[config.mk]
export PLATFORM = sky130hd
export DESIGN_NAME = mips_boot_loader
export DESIGN_NICKNAME = d
export VERILOG_FILES = /design/src/rtl/mips_boot_loader.sv
export SDC_FILE = /design/constraint.sdc
export NUM_CORES = 1
export LEC_CHECK = 0
export ABC_AREA = 1
export CAP_MARGIN = 5
export CORE_AREA = 2 2 190 192
export CTS_CLUSTER_DIAMETER = 40
export CTS_CLUSTER_SIZE = 40
export DETAILED_ROUTE_END_ITERATION = 6
export DIE_AREA = 0 0 192 194
export HOLD_SLACK_MARGIN = 0.03
export PLACE_DENSITY = 0.58
export SKIP_LAST_GASP = 1
export SLEW_MARGIN = 20
export SYNTH_ARGS = -nofsm -noshare
export SYNTH_HDL_FRONTEND = slang
export SYNTH_SLANG_ARGS = --single-unit
[constraint.sdc]
create_clock -name clk -period 3.2 [get_ports clk]
set_clock_uncertainty 0.15 [all_clocks]
set_input_delay 0.8 -clock clk [delete_from_list [all_inputs] [get_ports clk]]
set_output_delay 0.8 -clock clk [all_outputs]
set_load 0.05 [all_outputs]
[src/rtl/mips_boot_loader.sv]
// Boot sequencer for the single-cycle MIPS core: streams an image into IMEM/DMEM while holding the core in reset, then runs it.
// Optional build macro BOOT_CHECKSUM_EN adds an XOR checksum word and the CHECK state.
module mips_boot_loader #(
  parameter int IMEM_DEPTH = 256,
  parameter int DMEM_DEPTH = 256
) (
  input  logic        clk,
  input  logic        reset,
  input  logic        start,
  input  logic [31:0] run_limit,
  input  logic        in_valid,
  input  logic [31:0] in_data,
  output logic        in_ready,
  output logic        cpu_reset,
  output logic        instr_write_enable,
  output logic [7:0]  instr_write_addr,
  output logic [31:0] instr_write_data,
  output logic        data_init_write_enable,
  output logic [7:0]  data_init_addr,
  output logic [31:0] data_init_data,
  output logic        busy,
  output logic        done,
  output logic        error,
  output logic [31:0] cycle_count
);

`ifdef BOOT_CHECKSUM_EN
  typedef enum logic [3:0] {S_IDLE, S_HEADER, S_LOAD_I, S_LOAD_D, S_CHECK,
                            S_RELEASE, S_RUN, S_DONE, S_ERROR} state_t;
  localparam state_t S_POST = S_CHECK;
`else
  typedef enum logic [3:0] {S_IDLE, S_HEADER, S_LOAD_I, S_LOAD_D,
                            S_RELEASE, S_RUN, S_DONE, S_ERROR} state_t;
  localparam state_t S_POST = S_RELEASE;
`endif

  localparam logic [15:0] IMAX = 16'(IMEM_DEPTH);
  localparam logic [15:0] DMAX = 16'(DMEM_DEPTH);

  state_t      state_q, state_d;
  logic [15:0] ni_q, ni_d, nd_q, nd_d, idx_q, idx_d;
  logic [31:0] rl_q, rl_d, cyc_q, cyc_d;
  logic        done_q, done_d, err_q, err_d;
  logic        iwe_q, iwe_d, dwe_q, dwe_d;
  logic [7:0]  iaddr_q, iaddr_d, daddr_q, daddr_d;
  logic [31:0] idata_q, idata_d, ddata_q, ddata_d;
`ifdef BOOT_CHECKSUM_EN
  logic [31:0] csum_q, csum_d;
`endif
  logic        accept;

  always_ff @(posedge clk) begin
    if (reset) state_q <= S_IDLE;
    else       state_q <= state_d;
  end

  always_ff @(posedge clk) begin
    if (reset) begin
      ni_q <= '0; nd_q <= '0; idx_q <= '0; rl_q <= '0; cyc_q <= '0;
      done_q <= 1'b0; err_q <= 1'b0;
      iwe_q <= 1'b0; iaddr_q <= '0; idata_q <= '0;
      dwe_q <= 1'b0; daddr_q <= '0; ddata_q <= '0;
`ifdef BOOT_CHECKSUM_EN
      csum_q <= '0;
`endif
    end else begin
      ni_q <= ni_d; nd_q <= nd_d; idx_q <= idx_d; rl_q <= rl_d; cyc_q <= cyc_d;
      done_q <= done_d; err_q <= err_d;
      iwe_q <= iwe_d; iaddr_q <= iaddr_d; idata_q <= idata_d;
      dwe_q <= dwe_d; daddr_q <= daddr_d; ddata_q <= ddata_d;
`ifdef BOOT_CHECKSUM_EN
      csum_q <= csum_d;
`endif
    end
  end

  assign accept = in_valid && in_ready;

  always_comb begin
    state_d = state_q;
    ni_d = ni_q; nd_d = nd_q; idx_d = idx_q; rl_d = rl_q; cyc_d = cyc_q;
    done_d = done_q; err_d = err_q;
    iwe_d = 1'b0; iaddr_d = iaddr_q; idata_d = idata_q;
    dwe_d = 1'b0; daddr_d = daddr_q; ddata_d = ddata_q;
`ifdef BOOT_CHECKSUM_EN
    csum_d = csum_q;
`endif
    case (state_q)
      S_IDLE, S_DONE, S_ERROR: begin
        if (start) begin
          state_d = S_HEADER;
          done_d  = 1'b0;
          err_d   = 1'b0;
          cyc_d   = '0;
        end
      end
      S_HEADER: begin
        if (accept) begin
          ni_d  = in_data[31:16];
          nd_d  = in_data[15:0];
          rl_d  = run_limit;
          idx_d = '0;
`ifdef BOOT_CHECKSUM_EN
          csum_d = in_data;
`endif
          if (in_data[31:16] > IMAX || in_data[15:0] > DMAX) begin
            state_d = S_ERROR;
            err_d   = 1'b1;
          end else if (in_data[31:16] != '0) state_d = S_LOAD_I;
          else if (in_data[15:0] != '0)      state_d = S_LOAD_D;
          else                               state_d = S_POST;
        end
      end
      S_LOAD_I: begin
        if (accept) begin
          iwe_d   = 1'b1;
          iaddr_d = idx_q[7:0];
          idata_d = in_data;
`ifdef BOOT_CHECKSUM_EN
          csum_d = csum_q ^ in_data;
`endif
          if (idx_q == ni_q - 16'd1) begin
            idx_d   = '0;
            state_d = (nd_q != '0) ? S_LOAD_D : S_POST;
          end else begin
            idx_d = idx_q + 16'd1;
          end
        end
      end
      S_LOAD_D: begin
        if (accept) begin
          dwe_d   = 1'b1;
          daddr_d = idx_q[7:0];
          ddata_d = in_data;
`ifdef BOOT_CHECKSUM_EN
          csum_d = csum_q ^ in_data;
`endif
          if (idx_q == nd_q - 16'd1) begin
            idx_d   = '0;
            state_d = S_POST;
          end else begin
            idx_d = idx_q + 16'd1;
          end
        end
      end
`ifdef BOOT_CHECKSUM_EN
      S_CHECK: begin
        if (accept) begin
          if (in_data == csum_q) state_d = S_RELEASE;
          else begin
            state_d = S_ERROR;
            err_d   = 1'b1;
          end
        end
      end
`endif
      // Extra cycle so the last init write lands before the core leaves reset.
      S_RELEASE: state_d = S_RUN;
      S_RUN: begin
        cyc_d = cyc_q + 32'd1;
        if (rl_q != '0 && cyc_q + 32'd1 == rl_q) begin
          state_d = S_DONE;
          done_d  = 1'b1;
        end
      end
      default: state_d = S_IDLE;
    endcase
  end

  always_comb begin
    in_ready = (state_q == S_HEADER) || (state_q == S_LOAD_I) || (state_q == S_LOAD_D);
`ifdef BOOT_CHECKSUM_EN
    in_ready = in_ready || (state_q == S_CHECK);
`endif
    busy      = !((state_q == S_IDLE) || (state_q == S_DONE) || (state_q == S_ERROR));
    cpu_reset = (state_q != S_RUN);
  end

  assign instr_write_enable     = iwe_q;
  assign instr_write_addr       = iaddr_q;
  assign instr_write_data       = idata_q;
  assign data_init_write_enable = dwe_q;
  assign data_init_addr         = daddr_q;
  assign data_init_data         = ddata_q;
  assign done                   = done_q;
  assign error                  = err_q;
  assign cycle_count            = cyc_q;

endmodule

==> run summary <==
DP HPWL: 26600 um
MaxCap Viol Count: 0
Fill cells: 3787
Routed Antenna Nets: 0
Synth top area share: 0.383
Final Cell Area: 13400 um^2
Worst Path Arrival: 2.01 ns
Syn Inst Count: 1570
deepest clock path buffer count: 2
Vias: 10700
Final Cycle Share: 0.926
Die Width: 192 um
postcts setup bufs: 0
TritonCTS Sinks: 199
Port Buffers: 186
Root Driver: clkbuf_16
Die Ht: 194 um
initial antenna violation count: 1
most used flip-flop cell after synthesis: dfxtp_1
routed len/inst: 16.3 um
Cell variety after synth: 36
TritonRoute pass-1 iters: 5
Synth Register Bits: 199
most used cell, CP: inv_1
syn nets: 1644
cts bufs inserted: 17
share of cells above drive strength 1: 0.0592
setup_tns: 0 ns
post-layout min period: 2.96 ns
core area: 35200 um^2
Max Fclk: 337 MHz
Avg Cell Area, Syn: 6.63 um^2
Layout Nets: 1802
Worst-path clk slew: 0.08 ns
first-pass GRT wire length: 55500 um
die area: 37200 um^2
Post-synth EDFFs: 0
crit-path cells: inv_1, nor2_1, inv_1, nor2_2, inv_1, clkdlybuf4s50_1
CP max stage delay: 0.73 ns
Post-CTS Resized: 0
Initial Utilization: 0.296
# setup viols final: 0
Post-Synthesis Cell Area: 10400 um^2
Slew Limit Fails: 0
Hold-fix buffers, CTS: 0
P per Cell Area: 634 nW/um^2
CP startpoint kind: flip-flop
site row count: 69
area of placed instances: 12800 um^2
number of global-route vias before repair: 10100
GRT Residual Overflow: 0
Worst-Skew Late Latency: 0.45 ns
met2 WL: 17100 um
largest net degree at the start of global routing: 63
crit-path max FO: 4
Synth area leaders: dfxtp_1, nand2_1, a21oi_1, nand3_1, nor2_1
fraction of registers with async set/reset: 0
met3 wire length: 2450 um
critical path type: reg2out
worst min path class: reg2reg
Worst IR Drop VDD: 0.424 mV
Pleak: 5.37 nW
vias per cell: 4.84
Largest delay share family, worst path: buffers and inverters
RSZ-0062 raised after global routing: false
top sig layer: met4
drc violations: 0
routed wire length: 36000 um
Metal-1 WL: 15300 um
Post-synth top cells: nand2_1, dfxtp_1, nor2_1, a21oi_1
WHS: 0.311 ns
Synth area leader: dfxtp_1
GRT Total Usage: 0.191
num ports: 187
Synth Warn #: 0
final hold violation count: 0
DRT iter0 DRCs: 619
GPL Wtd Cong: 0.888
Worst path slowest cell: clkdlybuf4s50_1
status: complete, no violations
worst path required time: 2.25 ns
Area Growth Syn to Fin: 29.1%
htree depth: 4
Worst Max-Slew Pin Slew: 0.806 ns
CP bufs+invs: 4
relative slew slack: 0.462
Core Util, Final: 0.381
sequential area share after synthesis: 0.383
crit end category: output port
CTS tree: built
top-count cell post-synth: nand2_1
==> worst reg2reg max path, cell delays in order, from the launching register on <==
cell and delay, ns:
dfxtp_1 0.37, inv_1 0.15, ha_1 0.20, nand3_1 0.17
nor2_1 0.33, nand3_1 0.12, nand2_1 0.08, nand2_1 0.04
nand2_1 0.05, inv_1 0.04, nand2_1 0.08, nor2_1 0.05
nand2_1 0.06, nand2_1 0.10, a21oi_2 0.39, nand2_1 0.10
a21oi_1 0.14
==> per-layer routing <==
metal	vias to the layer above	global-route usage
met5	-	0
met4	0	0.0710
met3	57	0.0425
met2	327	0.323
met1	4903	0.236
li1	5378	-
==> placed cells by master (no fill, tap or decap), drive strengths merged, types with 7 or more instances in the layout <==
master           n
buf             26
nand3          153
dfxtp          199
xnor2           22
nand3b           7
nor3             8
a21oi          184
o21ai          117
nand2          392
xor2            28
clkdlybuf4s50  182
clkbuf          19
nand4           12
nor2           203
inv            160
==> worst paths after layout <==
check / start / endpoint / slack (ns) / cells past startpoint
max: state_q[0] / cpu_reset / 0.24 / 6
min: data_init_data[3] / data_init_data[3] / 0.31 / 2
max reg2reg: ni_q[0] / idx_q[13] / 0.52 / 16
min reg2reg: data_init_data[3] / data_init_data[3] / 0.31 / 2
==> power breakdown <==
part | internal, mW | total, mW | switching, mW
Sequential | 2.75 | 3.00 | 0.247
Clock | 1.19 | 2.35 | 1.16
Combinational | 1.07 | 3.17 | 2.10
==> flip-flops by register name (all words and copies together) (netlist names) <==
name and count:
cycle_count 32, data_init_addr 8, data_init_data 32, data_init_write_enable 1, done 1, error 1, idx_q 16, instr_write_addr 8
instr_write_data 32, instr_write_enable 1, nd_q 16, ni_q 16, rl_q 32, state_q 3
==> logic make-up (layout without fill, tap and decap cells) <==
group	after synthesis	in the layout	share of synthesized area
other cells	0	1	0
buf+inv	223	394	0.0810
xor+xnor	56	56	0.0558
flops	199	199	0.383
compound gates	306	306	0.149
simple gates	780	780	0.324
fa+ha+maj	6	6	0.00721
==> area by class of cell <==
class | count | area [um^2] | area share
Multi-Input combinational cell | 1148 | 5600 | 0.417
Sequential cell | 199 | 3980 | 0.297
Timing Repair Buffer | 208 | 2050 | 0.153
Inverter | 154 | 578 | 0.0430
Tap cell | 461 | 577 | 0.0429
Clock buffer | 19 | 453 | 0.0337
Clock inverter | 13 | 190 | 0.0142
Antenna cell | 1 | 2.50 | 0.000186
==> through the flow <==
stage | total power, mW | instances | worst slack (ns)
2_1_floorplan | 5.23 | 1570 | 0.379
3_3_place_gp | 6.20 | 2170 | 0.254
3_5_place_dp | 6.21 | 2170 | 0.283
4_1_cts | 8.59 | 2202 | 0.185
5_1_grt | 9.05 | 2203 | 0.0537
6_report | 8.52 | 2203 | 0.236
Power figures use the tool's default switching activity.
